<file path="config.mk">
export PLATFORM = sky130hd
export DESIGN_NAME = rgb_cmd_ctrl_flat
export DESIGN_NICKNAME = d
export VERILOG_FILES = /design/src/rtl/rgb_cmd_ctrl_if.sv /design/src/rtl/rgb_cmd_ctrl.sv /design/src/flat_wrapper.sv
export SDC_FILE = /design/constraint.sdc
export NUM_CORES = 1
export LEC_CHECK = 0
export CAP_MARGIN = 15
export CORE_AREA = 2 2 83 85
export DETAILED_ROUTE_END_ITERATION = 8
export DIE_AREA = 0 0 85 87
export HOLD_SLACK_MARGIN = 0.06
export PLACE_DENSITY_LB_ADDON = 0.2
export RECOVER_POWER = 100
export SYNTH_ARGS = -nofsm -noshare
export SYNTH_HDL_FRONTEND = slang
export SYNTH_SLANG_ARGS = --single-unit
export TNS_END_PERCENT = 100
</file>
<file path="constraint.sdc">
create_clock -name clk -period 2.7 [get_ports clk]
set_input_delay 0.675 -clock clk [delete_from_list [all_inputs] [get_ports clk]]
set_output_delay 0.675 -clock clk [all_outputs]
set_load 0.05 [all_outputs]
</file>
<file path="src/rtl/rgb_cmd_ctrl_if.sv">
// Byte-stream command input and RGB duty/status outputs of the frame sequencer.
// The master drives bytes; the slave (sequencer) drives duties and status.
interface rgb_cmd_ctrl_if;
  logic [7:0] cmd_byte;
  logic       cmd_valid;
  logic [7:0] red_duty;
  logic [7:0] green_duty;
  logic [7:0] blue_duty;
  logic       upd_pulse;
  logic       err_pulse;
  logic [1:0] err_code;
  logic       busy;

  modport master (
    output cmd_byte, cmd_valid,
    input  red_duty, green_duty, blue_duty, upd_pulse, err_pulse, err_code, busy
  );

  modport slave (
    input  cmd_byte, cmd_valid,
    output red_duty, green_duty, blue_duty, upd_pulse, err_pulse, err_code, busy
  );
endinterface

</file>
<file path="src/rtl/rgb_cmd_ctrl.sv">
// Parses {SYNC, ADDR, DATA, CHK} frames from a UART byte stream and loads the
// addressed RGB duty register(s) on each valid frame; rejects bad frames with a code.
module rgb_cmd_ctrl #(
  parameter int         CLK_HZ      = 100_000_000,
  parameter int         TIMEOUT_CYC = CLK_HZ / 1000,
  parameter logic [7:0] SYNC_BYTE   = 8'hA5,
  parameter logic [7:0] RST_DUTY    = 8'h00
) (
  input logic          clk,
  input logic          rst_n,
  rgb_cmd_ctrl_if.slave bus
);

  typedef enum logic [1:0] {
    ST_IDLE,
    ST_ADDR,
    ST_DATA,
    ST_CHK
  } state_t;

  localparam logic [31:0] CNT_LAST = TIMEOUT_CYC - 1;

  localparam logic [1:0] ERR_ADDR    = 2'b01;
  localparam logic [1:0] ERR_CHK     = 2'b10;
  localparam logic [1:0] ERR_TIMEOUT = 2'b11;

  state_t      state_q, state_d;
  logic [7:0]  addr_q, addr_d;
  logic [7:0]  data_q, data_d;
  logic [31:0] cnt_q, cnt_d;
  logic [7:0]  red_q, red_d;
  logic [7:0]  green_q, green_d;
  logic [7:0]  blue_q, blue_d;
  logic        upd_q, upd_d;
  logic        err_q, err_d;
  logic [1:0]  err_code_q, err_code_d;
  logic        timeout;

  // An arriving byte always beats an expiring timer in the same cycle.
  assign timeout = (state_q != ST_IDLE) && !bus.cmd_valid && (cnt_q == CNT_LAST);

  always_comb begin
    state_d    = state_q;
    addr_d     = addr_q;
    data_d     = data_q;
    red_d      = red_q;
    green_d    = green_q;
    blue_d     = blue_q;
    upd_d      = 1'b0;
    err_d      = 1'b0;
    err_code_d = err_code_q;

    if (state_q == ST_IDLE || bus.cmd_valid || timeout) begin
      cnt_d = '0;
    end else begin
      cnt_d = cnt_q + 32'd1;
    end

    if (timeout) begin
      state_d    = ST_IDLE;
      err_d      = 1'b1;
      err_code_d = ERR_TIMEOUT;
    end else if (bus.cmd_valid) begin
      unique case (state_q)
        ST_IDLE: begin
          if (bus.cmd_byte == SYNC_BYTE) begin
            state_d = ST_ADDR;
          end
        end
        ST_ADDR: begin
          addr_d = bus.cmd_byte;
          if (bus.cmd_byte <= 8'h03) begin
            state_d = ST_DATA;
          end else begin
            state_d    = ST_IDLE;
            err_d      = 1'b1;
            err_code_d = ERR_ADDR;
          end
        end
        ST_DATA: begin
          data_d  = bus.cmd_byte;
          state_d = ST_CHK;
        end
        ST_CHK: begin
          state_d = ST_IDLE;
          if (bus.cmd_byte == (addr_q ^ data_q)) begin
            upd_d = 1'b1;
            unique case (addr_q[1:0])
              2'd0: red_d   = data_q;
              2'd1: green_d = data_q;
              2'd2: blue_d  = data_q;
              2'd3: begin
                red_d   = data_q;
                green_d = data_q;
                blue_d  = data_q;
              end
            endcase
          end else begin
            err_d      = 1'b1;
            err_code_d = ERR_CHK;
          end
        end
      endcase
    end
  end

  always_ff @(posedge clk) begin
    if (!rst_n) begin
      state_q    <= ST_IDLE;
      addr_q     <= '0;
      data_q     <= '0;
      cnt_q      <= '0;
      red_q      <= RST_DUTY;
      green_q    <= RST_DUTY;
      blue_q     <= RST_DUTY;
      upd_q      <= 1'b0;
      err_q      <= 1'b0;
      err_code_q <= 2'b00;
    end else begin
      state_q    <= state_d;
      addr_q     <= addr_d;
      data_q     <= data_d;
      cnt_q      <= cnt_d;
      red_q      <= red_d;
      green_q    <= green_d;
      blue_q     <= blue_d;
      upd_q      <= upd_d;
      err_q      <= err_d;
      err_code_q <= err_code_d;
    end
  end

  assign bus.red_duty   = red_q;
  assign bus.green_duty = green_q;
  assign bus.blue_duty  = blue_q;
  assign bus.upd_pulse  = upd_q;
  assign bus.err_pulse  = err_q;
  assign bus.err_code   = err_code_q;
  assign bus.busy       = (state_q != ST_IDLE);

endmodule

</file>
<file path="src/flat_wrapper.sv">
// flat-port wrapper written by rule: the top's interface ports become plain ports
module rgb_cmd_ctrl_flat 
#(
  parameter int         CLK_HZ      = 100_000_000,
  parameter int         TIMEOUT_CYC = CLK_HZ / 1000,
  parameter logic [7:0] SYNC_BYTE   = 8'hA5,
  parameter logic [7:0] RST_DUTY    = 8'h00
)
  (clk, rst_n, bus_cmd_byte, bus_cmd_valid, bus_red_duty, bus_green_duty, bus_blue_duty, bus_upd_pulse, bus_err_pulse, bus_err_code, bus_busy);
  rgb_cmd_ctrl_if bus_i ();
  input logic clk;
  input logic rst_n;
  input wire logic [$bits(bus_i.cmd_byte)-1:0] bus_cmd_byte;
  input wire logic [$bits(bus_i.cmd_valid)-1:0] bus_cmd_valid;
  output wire logic [$bits(bus_i.red_duty)-1:0] bus_red_duty;
  output wire logic [$bits(bus_i.green_duty)-1:0] bus_green_duty;
  output wire logic [$bits(bus_i.blue_duty)-1:0] bus_blue_duty;
  output wire logic [$bits(bus_i.upd_pulse)-1:0] bus_upd_pulse;
  output wire logic [$bits(bus_i.err_pulse)-1:0] bus_err_pulse;
  output wire logic [$bits(bus_i.err_code)-1:0] bus_err_code;
  output wire logic [$bits(bus_i.busy)-1:0] bus_busy;
  assign bus_i.cmd_byte = bus_cmd_byte;
  assign bus_i.cmd_valid = bus_cmd_valid;
  assign bus_red_duty = bus_i.red_duty;
  assign bus_green_duty = bus_i.green_duty;
  assign bus_blue_duty = bus_i.blue_duty;
  assign bus_upd_pulse = bus_i.upd_pulse;
  assign bus_err_pulse = bus_i.err_pulse;
  assign bus_err_code = bus_i.err_code;
  assign bus_busy = bus_i.busy;
  rgb_cmd_ctrl #(.CLK_HZ(CLK_HZ), .TIMEOUT_CYC(TIMEOUT_CYC), .SYNC_BYTE(SYNC_BYTE), .RST_DUTY(RST_DUTY)) u_core (.clk(clk), .rst_n(rst_n), .bus(bus_i));
endmodule
</file>
After elaboration in Yosys (flattened, before gate mapping):

Index checks and enable logic that the tools add are counted.

* add/sub/neg operators: 1
* $mul: 0
* divide/modulo/power cells: 0
* order comparisons: 1
* eq/ne operators: 12
* shifts and indexed selects: 0
* multiplexer cells: 14
* bitwise operators: 5
* reductions and logical operators: 23

Operator list (number)
* $add 32x1->32 const B: 1
* $eq 32x17->1 const B: 1
* $reduce_and 5->1: 3
* $mux 2: 6
* $reduce_or 2->1: 5
* $eq 2x2->1 const B: 4
* $eq 8x8->1: 1
* $eq 8x8->1 const B: 1
* $le 8x2->1 const B: 1
* $pmux 2 s4: 1
* $xor 8x8->8: 1
* $ne 3x2->1 const B: 2
* $reduce_and 3->1: 2
* $mux 1: 5
* $eq 2x1->1 const B: 2
* $logic_not 2->1: 2
* $not 1->1: 4
* $pmux 2 s2: 1
* $reduce_and 4->1: 1
* $reduce_bool 2->1: 2
* $reduce_or 4->1: 1
* $reduce_bool 3->1: 1
* $logic_and 1x1->1: 2
* $logic_or 1x1->1: 2
* other kinds (4): 4

* register bits after elaboration: 78
* latch bits: 0
* bits in writable memories: 0
* bits in read-only memories: 0
* input port bits: 11
* output and inout bits: 29
* memories kept: 0

Logic depth before layout (Yosys ltp):

Gate-level depths: netlist of run 1.

* depth after elaboration: 6
* gate-level depth with buffers: 8
* gate-level depth less buffers: 6

Least setup slack after synthesis of run 1:

No wires, ideal clock.

* path kind: in2reg
* from: input port bus_cmd_byte[3]
* to: register u_core.err_code_q[1] (netlist: u_core.bus.err_code[1])
* data arrival time: 1.995 ns
* path slack: 0.583 ns
* stages on the path: 5
* buffers on the path: 0
* cells stage by stage: or3_1 -> or4_1 -> o21ai_1 -> nor2_1 -> o311a_1

* longest elaborated chain between the ends: 3

RTL lines
* from (decl): RTL line flat_wrapper.sv:13 `input wire logic [$bits(bus_i.cmd_byte)-1:0] bus_cmd_byte;`
* $le 8x2->1 or $eq 8x8->1 (tied branches): RTL line rgb_cmd_ctrl.sv:72, rgb_cmd_ctrl.sv:86
* $ne 3x2->1 (no source line)
* $reduce_and 4->1 (no source line) *
* to (signal assigned): RTL line rgb_cmd_ctrl.sv:129 `err_code_q <= err_code_d;`
* to (decl): RTL line rgb_cmd_ctrl.sv:36 `logic [1:0] err_code_q, err_code_d;`

Every way passes the cells marked *; elsewhere a longest branch is shown, timed or not.
A chain may end at the register's enable or synchronous reset.

==> flow_summary.json, run 1 <==
{
  "yosys.cell_types.count": 41,
  "die_w_um": 85,
  "yosysWarnings": 0,
  "final_nets": 440,
  "wl_um": 7130,
  "slew_violations": 0,
  "power.density_nw_per_um2": 483,
  "cts_setup_buffers": 0,
  "io_pins": 40,
  "clk_pin_slew_ns": 0.08,
  "synth_top_area_share_pct": 44.4,
  "synthTopCellsByArea": "dfxtp_1 (44%), mux2i_1 (9.1%), xnor2_1 (7.0%), nand2_1 (6.8%), nor2_1 (5.7%)",
  "drive_gt1_share_pct": 8.84,
  "power_mw": 2.00,
  "cp-start-kind": "register",
  "fin_skew_ns": 0.00763,
  "cts_made_buffers": 9,
  "critPathMaxStageDelay_ns": 0.80,
  "die_area_um2": 7400,
  "finalCritPeriodShare_pct": 94.0,
  "gr-total-overflow": 0,
  "drv_cap": 0,
  "fill_cells": 571,
  "root_buffer": "clkbuf_8",
  "cp.arrival_ns": 1.86,
  "critPathSlowestCell": "clkdlybuf4s50_1",
  "critical-path-top-delay-family": "buffers and inverters",
  "vias_per_cell": 5.28,
  "tightestPinTransition_ns": 0.601,
  "die_h_um": 87,
  "met1Wirelength_um": 3120,
  "dr.pass1.iters": 4,
  "cts_max_path_buffers": 2,
  "start_util_pct": 53.5,
  "irDropWorstVdd_mv": 0.370,
  "min_path_type": "reg -> reg",
  "area_growth_pct": 18.0,
  "rsz0062_at_grt": "false",
  "grt_pass1_wl_um": 12300,
  "netlist_instances": 385,
  "cp_cell_sequence": "nor2_1 -> inv_1 -> clkdlybuf4s50_1",
  "num_vias": 2694,
  "gp_congestion": 0.891,
  "dp_hpwl_um": 5110,
  "clk_latency_ns": 0.35,
  "htree_levels": 3,
  "post_cts_resized": 0,
  "postCtsHoldBufs": 0,
  "seq_area_um2": 1560,
  "top_layer": "met4",
  "ys_ff_latch": 78,
  "maxSlewHeadroom_pct": 59.9,
  "required_ns": 2.03,
  "wire_per_inst_um": 14.0,
  "critPathBufInv": 2,
  "drtIter0Drc": 119,
  "setup_tns_ns": 0,
  "wl_met3_um": 261,
  "final_cell_mix": "dfxtp_1 (78), nand2_1 (64), nor2_1 (53)",
  "n_antenna_cell": 0,
  "drc": 0,
  "finalHoldViolations": 0,
  "grt_pass1_vias": 2650,
  "antenna_found_initial": 0,
  "cp-end-kind": "output port",
  "fmax_ghz": 0.394,
  "leakagePower_nw": 1.53,
  "path_max_fanout": 11,
  "multi_input_area_um2": 1800,
  "layout_min_cycle_time_ns": 2.54,
  "rows": 30,
  "syn_nets": 400,
  "portBuffers": 39,
  "path_class": "reg -> out",
  "avgSynthCellArea_um2": 9.13,
  "core_area_um2": 6570,
  "syn_area_um2": 3520,
  "yosysSeqAreaShare_pct": 44.4,
  "clock_sinks": 78,
  "netlist.top_cell.by_area": "dfxtp_1",
  "postRouteAntennaNets": 0,
  "grt.total_usage_pct": 20.9,
  "grt_max_degree": 32,
  "tritoncts": "built",
  "wl_met2_um": 3610,
  "setup_viol": 0,
  "status": "finished clean",
  "final_common_cell": "dfxtp_1"
}
[through the flow]
step / std cells / util [%] / hold slack, ns / cell area, um2 / worst slack, ns
finish: 510 / 63.1 / 0.454 / 4150 / 0.161
global route: 510 / 63.1 / 0.471 / 4150 / 0.0775
CTS: 510 / 63.7 / 0.460 / 4190 / 0.148
detailed placement: 494 / 60.9 / 0.447 / 4000 / 0.00507
global placement: 494 / 60.9 / 0.443 / 4000 / 0.0797
floorplan: 385 / - / 0.426 / 3520 / 0.583
[final timing paths]
check / from / to / cells past startpoint / slack, ns
worst max-delay path: register / bus_busy / 3 / 0.16
worst max register to register: u_core.cnt_q[12] / u_core.cnt_q[20] / 6 / 0.32
worst min register to register: u_core.bus.red_duty[6] / u_core.bus.red_duty[6] / 2 / 0.45
worst min-delay path: u_core.bus.red_duty[6] / u_core.bus.red_duty[6] / 2 / 0.45
[cells in the mapped netlist]
| master | count |
|---|---|
| or2_1 | 1 |
| and4_2 | 1 |
| nor4b_2 | 1 |
| nand4_1 | 8 |
| clkbuf_1 | 15 |
| ha_1 | 4 |
| nand2_1 | 64 |
| or4_4 | 1 |
| and3_1 | 4 |
| xnor2_1 | 28 |
| xor2_1 | 6 |
| nand4_2 | 1 |
| a31oi_1 | 1 |
| and2_1 | 3 |
| a21o_2 | 1 |
| xnor3_1 | 3 |
| dfxtp_1 | 78 |
| mux2i_1 | 32 |
| nor4_4 | 1 |
| nor4b_1 | 2 |
| o2111a_1 | 2 |
| nor4_1 | 9 |
| nand3_1 | 12 |
| buf_12 | 1 |
| and4_4 | 1 |
| or4_1 | 1 |
| inv_1 | 7 |
| nand3b_1 | 1 |
| buf_2 | 4 |
| nor3_1 | 12 |
| or2_2 | 1 |
| xnor3_2 | 3 |
| o311a_1 | 1 |
| buf_6 | 2 |
| nor2_1 | 53 |
| a21oi_1 | 10 |
| o21ai_0 | 2 |
| nand2b_1 | 1 |
| o21ai_1 | 1 |
| or3_1 | 2 |
| and4_1 | 4 |
[layer usage]
layer  global-route usage, %  vias up
li1                        -     1384
met1                    24.9     1244
met2                    35.9       54
met3                    5.69       12
met4                    8.08        0
met5                       0        -
[logic make-up (layout without fill, tap and decap cells)]
family                     Yosys count  after routing  synth area share, %
DFF                                 78             78                 44.4
buffers and inverters               29             74                 4.13
adders and majority gates            4              4                 1.42
AOI/OAI and AO/OA                   18             18                 3.20
muxes                               32             32                 9.11
xor gates and xnor gates            40             40                 12.4
and+or+nand+nor                    184            184                 25.3
[power breakdown]
group | internal (mW) | total, mW | leakage, nW | switching, mW
sequential | 1.15 | 1.15 | 0.628 | 0.000104
clock | 0.344 | 0.794 | 0.0864 | 0.450
combinational | 0.0293 | 0.0606 | 0.811 | 0.0313
[registers in the layout, indices dropped and copies added (netlist names), named ones only]
register	flops
u_core.addr_q	8
u_core.bus.blue_duty	8
u_core.bus.err_code	2
u_core.bus.err_pulse	1
u_core.bus.green_duty	8
u_core.bus.red_duty	8
u_core.bus.upd_pulse	1
u_core.cnt_q	32
u_core.data_q	8
u_core.state_q	1
[area by class of cell]
class / instances / share of cell area, %
Sequential cell: 78 / 37.6
Timing Repair Buffer: 51 / 11.4
Inverter: 7 / 0.633
Clock inverter: 7 / 1.42
Clock buffer: 9 / 2.99
Multi-Input combinational cell: 278 / 43.5
Tap cell: 80 / 2.41
[worst min-delay path: stages, from the launching register on]
cell and delay, ns:
dfxtp_1 0.31, nand2_1 0.05, mux2i_1 0.05
(Power assumes the default switching activity.)
==> run 2, diff against run 1 <==
- PLACE_DENSITY: not set -> 0.78
- PLACE_DENSITY_LB_ADDON: 0.2 -> not set
==> flow_summary.json, run 2 (same netlist as run 1, synthesis figures left out) <==
{
  "htree_levels": 3,
  "irDropWorstVdd_mv": 0.351,
  "antenna_found_initial": 0,
  "grt_pass1_vias": 2590,
  "fin_util_pct": 63.3,
  "drv_cap": 0,
  "place_inst": 495,
  "rows": 30,
  "p_clk_share_pct": 41.3,
  "final_cell_mix": "dfxtp_1 (78), nand2_1 (64), nor2_1 (53)",
  "stdcell_area_um2": 4160,
  "n_antenna_cell": 0,
  "wl_um": 7120,
  "clock_sinks": 78,
  "dp_hpwl_um": 5110,
  "cp_cell_sequence": "clkdlybuf4s50_1 -> xnor3_1 -> nand4_2 -> nor4_1 -> o2111a_1 -> clkbuf_1 -> mux2i_1",
  "rsz0062_at_grt": "false",
  "fill_cells": 560,
  "drtIter0Drc": 118,
  "pwr-share-comb_pct": 2.8,
  "gp_congestion": 0.849,
  "maxSlewHeadroom_pct": 59.5,
  "p_sw_mw": 0.456,
  "final_common_cell": "dfxtp_1",
  "layout_min_cycle_time_ns": 2.59,
  "fin_skew_ns": 0.00772,
  "slew_violations": 0,
  "vias_per_cell": 5.41,
  "finalNonFillerCells": 511,
  "power.density_nw_per_um2": 495,
  "critPathSlowestCell": "nor4_1",
  "grt.total_usage_pct": 20.8,
  "die_h_um": 87,
  "finalHoldViolations": 0,
  "die_w_um": 85,
  "num_vias": 2762,
  "finalCritPeriodShare_pct": 95.9,
  "gr-total-overflow": 0,
  "grt_pass1_wl_um": 12300,
  "setup_viol": 0,
  "min_path_type": "reg -> reg",
  "path_max_fanout": 4,
  "cp.arrival_ns": 2.87,
  "cts_setup_buffers": 0,
  "sequentialPowerShare_pct": 55.8,
  "required_ns": 2.98,
  "cts_made_buffers": 9,
  "root_buffer": "clkbuf_8",
  "rr_worst_depth": 6,
  "area_growth_pct": 18.3,
  "drive_gt1_share_pct": 8.12,
  "fmax_ghz": 0.386,
  "placed_area_um2": 4000,
  "postCtsHoldBufs": 0,
  "hold_path_depth": 2,
  "die_area_um2": 7400,
  "cp-end-kind": "register",
  "wire_per_inst_um": 13.9,
  "grt_max_degree": 32,
  "clk_latency_ns": 0.35,
  "start_util_pct": 53.5,
  "switching_share_pct": 22.1,
  "intPower_mw": 1.60,
  "portBuffers": 39,
  "path_class": "in -> reg",
  "clk_pin_slew_ns": 0.08,
  "cts_max_path_buffers": 2,
  "tightestPinTransition_ns": 0.607,
  "post_cts_resized": 0,
  "io_pins": 40,
  "postRouteAntennaNets": 0,
  "setup_tns_ns": 0,
  "dr.pass1.iters": 4,
  "cp-start-kind": "input port",
  "largest_reg_flops": 32,
  "largest-register": "u_core.cnt_q",
  "leakagePower_nw": 1.52,
  "status": "finished clean",
  "critPathMaxStageDelay_ns": 0.56,
  "core_area_um2": 6570,
  "drc": 0,
  "final_nets": 441,
  "tritoncts": "built"
}
## run 2: changes by cell type in the layout (fill, tap and decap cells not counted), moves of 2 or more
cell | before | now
clkinv_2 | 0 | 2
clkbuf_2 | 3 | 1
clkbuf_1 | 0 | 3
clkinv_4 | 3 | 0
inv_6 | 2 | 0
## run 2: cell type report
cell class	instances	area, um2	area share (%)
timing repair buffer	52	490	11.8
inverter	7	26.3	0.632
clock buffer	10	128	3.07
multi-input combinational	278	1790	43.0
clock inverter	6	62.6	1.50
tap	80	100	2.41
sequential	78	1560	37.6
## run 2: worst max-delay path: cells and delay by family
| family | cells | cell delay, ns |
|---|---|---|
| simple gates | 2 | 0.66 |
| buf+inv | 2 | 0.71 |
| mux | 1 | 0.22 |
| compound gates | 1 | 0.30 |
| xor+xnor | 1 | 0.31 |
## run 2: per-layer routing
layer,wire length (um),vias up,track usage [%]
li1,-,1387,-
met1,3190,1300,26.8
met2,3440,65,34.5
met3,399,10,4.83
met4,94,0,6.93
met5,0,-,0
## run 2: final timing paths
path | slack (ns) | from | to
hold reg to reg | 0.46 | u_core.bus.blue_duty[7] | u_core.bus.blue_duty[7]
setup reg to reg | 0.40 | u_core.cnt_q[12] | u_core.cnt_q[22]
setup / recovery | 0.11 | bus_cmd_byte[1] | u_core.bus.green_duty[3]
hold / removal | 0.46 | u_core.bus.blue_duty[7] | u_core.bus.blue_duty[7]
## run 2: power groups by stage
stage / registers (mW) / logic (mW) / clock network (mW)
2_1_floorplan: 1.18 / 0.0264 / 0
3_3_place_gp: 1.18 / 0.0600 / 0
3_5_place_dp: 1.18 / 0.0597 / 0
4_1_cts: 1.15 / 0.0602 / 0.871
5_1_grt: 1.15 / 0.0631 / 0.920
6_report: 1.15 / 0.0580 / 0.851
## run 2: per-stage QoR
step                total power [mW]  setup slack [ns]  hold WS, ns
floorplan                       1.20             0.583        0.426
global placement                1.24            0.0771        0.440
detailed placement              1.24            0.0283        0.446
CTS                             2.08            0.0947        0.462
global route                    2.13            0.0219        0.480
finish                          2.06             0.110        0.457
==> run 3, diff against run 2 <==
- TNS_END_PERCENT: 100 -> 30
- clock period: 2.7 -> 2.9 ns (I/O delays scaled with it)
==> flow_summary.json, run 3 (same netlist as run 1, synthesis figures left out) <==
{
  "seq_area_um2": 1560,
  "die_w_um": 85,
  "critPathMaxStageDelay_ns": 0.54,
  "setup_tns_ns": 0,
  "postCtsHoldBufs": 0,
  "clock_sinks": 78,
  "fmax_ghz": 0.373,
  "post_cts_resized": 0,
  "tightestPinTransition_ns": 0.609,
  "num_vias": 2786,
  "portBuffers": 39,
  "fin_util_pct": 63.0,
  "htree_levels": 3,
  "slew_violations": 0,
  "leakagePower_nw": 1.53,
  "cp-end-kind": "register",
  "stdcell_area_um2": 4140,
  "postRouteAntennaNets": 0,
  "path_max_fanout": 8,
  "io_pins": 40,
  "cp.arrival_ns": 2.97,
  "grt_max_degree": 32,
  "cts_made_buffers": 9,
  "setup_viol": 0,
  "antenna_found_initial": 0,
  "cp_cell_sequence": "clkdlybuf4s50_1 -> xnor3_1 -> nand4_2 -> nor4_1 -> o2111a_1 -> clkbuf_2 -> mux2i_1",
  "path_class": "in -> reg",
  "irDropWorstVdd_mv": 0.338,
  "area_growth_pct": 17.8,
  "final_nets": 437,
  "tritoncts": "built",
  "multi_input_area_um2": 1790,
  "grt_pass1_vias": 2720,
  "gp_congestion": 0.873,
  "clk_latency_ns": 0.36,
  "vias_per_cell": 5.50,
  "gr-total-overflow": 0,
  "finalHoldViolations": 0,
  "finalCritPeriodShare_pct": 92.5,
  "status": "finished clean",
  "wl_um": 7320,
  "largest-register": "u_core.cnt_q",
  "final_cell_mix": "dfxtp_1 (78), nand2_1 (64), nor2_1 (53)",
  "dp_hpwl_um": 5240,
  "clk_pin_slew_ns": 0.08,
  "grt.total_usage_pct": 21.3,
  "cts_max_path_buffers": 2,
  "required_ns": 3.19,
  "cp-start-kind": "input port",
  "drtIter0Drc": 144,
  "grt_pass1_wl_um": 12600,
  "critPathSlowestCell": "nor4_1",
  "wire_per_inst_um": 14.4,
  "placed_area_um2": 3960,
  "cts_setup_buffers": 0,
  "fin_skew_ns": 0.0113,
  "drive_gt1_share_pct": 7.49,
  "start_util_pct": 53.5,
  "n_antenna_cell": 0,
  "die_h_um": 87,
  "min_path_type": "reg -> reg",
  "power.density_nw_per_um2": 484,
  "drc": 0,
  "largest_reg_flops": 32,
  "core_area_um2": 6570,
  "layout_min_cycle_time_ns": 2.68,
  "maxSlewHeadroom_pct": 59.3,
  "die_area_um2": 7400,
  "rsz0062_at_grt": "false",
  "dr.pass1.iters": 5,
  "drv_cap": 0,
  "fill_cells": 552,
  "rows": 30,
  "root_buffer": "clkbuf_8",
  "final_common_cell": "dfxtp_1"
}
-- run 3: final cells by class --
| type | instances | share of cell area [%] |
|---|---|---|
| Multi-Input combinational cell | 278 | 43.2 |
| Sequential cell | 78 | 37.7 |
| Timing Repair Buffer | 48 | 10.8 |
| Clock buffer | 10 | 3.08 |
| Tap cell | 80 | 2.42 |
| Clock inverter | 6 | 2.08 |
| Inverter | 7 | 0.634 |
-- run 3: report_power, final --
group	internal (mW)	leakage [nW]	switching [mW]	total, mW
clock network	0.483	0.106	0.401	0.885
logic	0.0247	0.794	0.0268	0.0515
registers	1.07	0.628	0.0000906	1.07
-- run 3: per-layer routing --
metal | GRT usage (%) | vias up | wire length (um)
met3 | 5.02 | 18 | 298
li1 | - | 1375 | -
met5 | 0 | - | 0
met4 | 10.7 | 0 | 180
met2 | 36.1 | 51 | 3620
met1 | 25.4 | 1342 | 3220
-- run 3: metrics by stage --
stage / hold slack [ns] / power [mW] / setup WS, ns / std cells
after floorplan: 0.426 / 1.12 / 0.733 / 385
after global placement: 0.443 / 1.15 / 0.171 / 491
after detailed placement: 0.450 / 1.15 / 0.132 / 491
after CTS: 0.465 / 2.02 / 0.314 / 507
after global routing: 0.469 / 2.07 / 0.127 / 507
final: 0.455 / 2.01 / 0.217 / 507
-- run 3: worst paths after layout --
check	to	start	depth (start not counted)	slack [ns]
min	u_core.bus.blue_duty[6]	u_core.bus.blue_duty[6]	2	0.46
max reg2reg	u_core.cnt_q[13]	u_core.cnt_q[11]	6	0.55
min reg2reg	u_core.bus.blue_duty[6]	u_core.bus.blue_duty[6]	2	0.46
max	u_core.bus.blue_duty[0]	bus_cmd_byte[1]	7	0.22
-- run 3: worst max-delay path, delay by kind of cell --
| family | cells | cell delay (ns) |
|---|---|---|
| buf+inv | 2 | 0.77 |
| compound gates | 1 | 0.28 |
| mux | 1 | 0.23 |
| xor+xnor | 1 | 0.33 |
| simple gates | 2 | 0.64 |
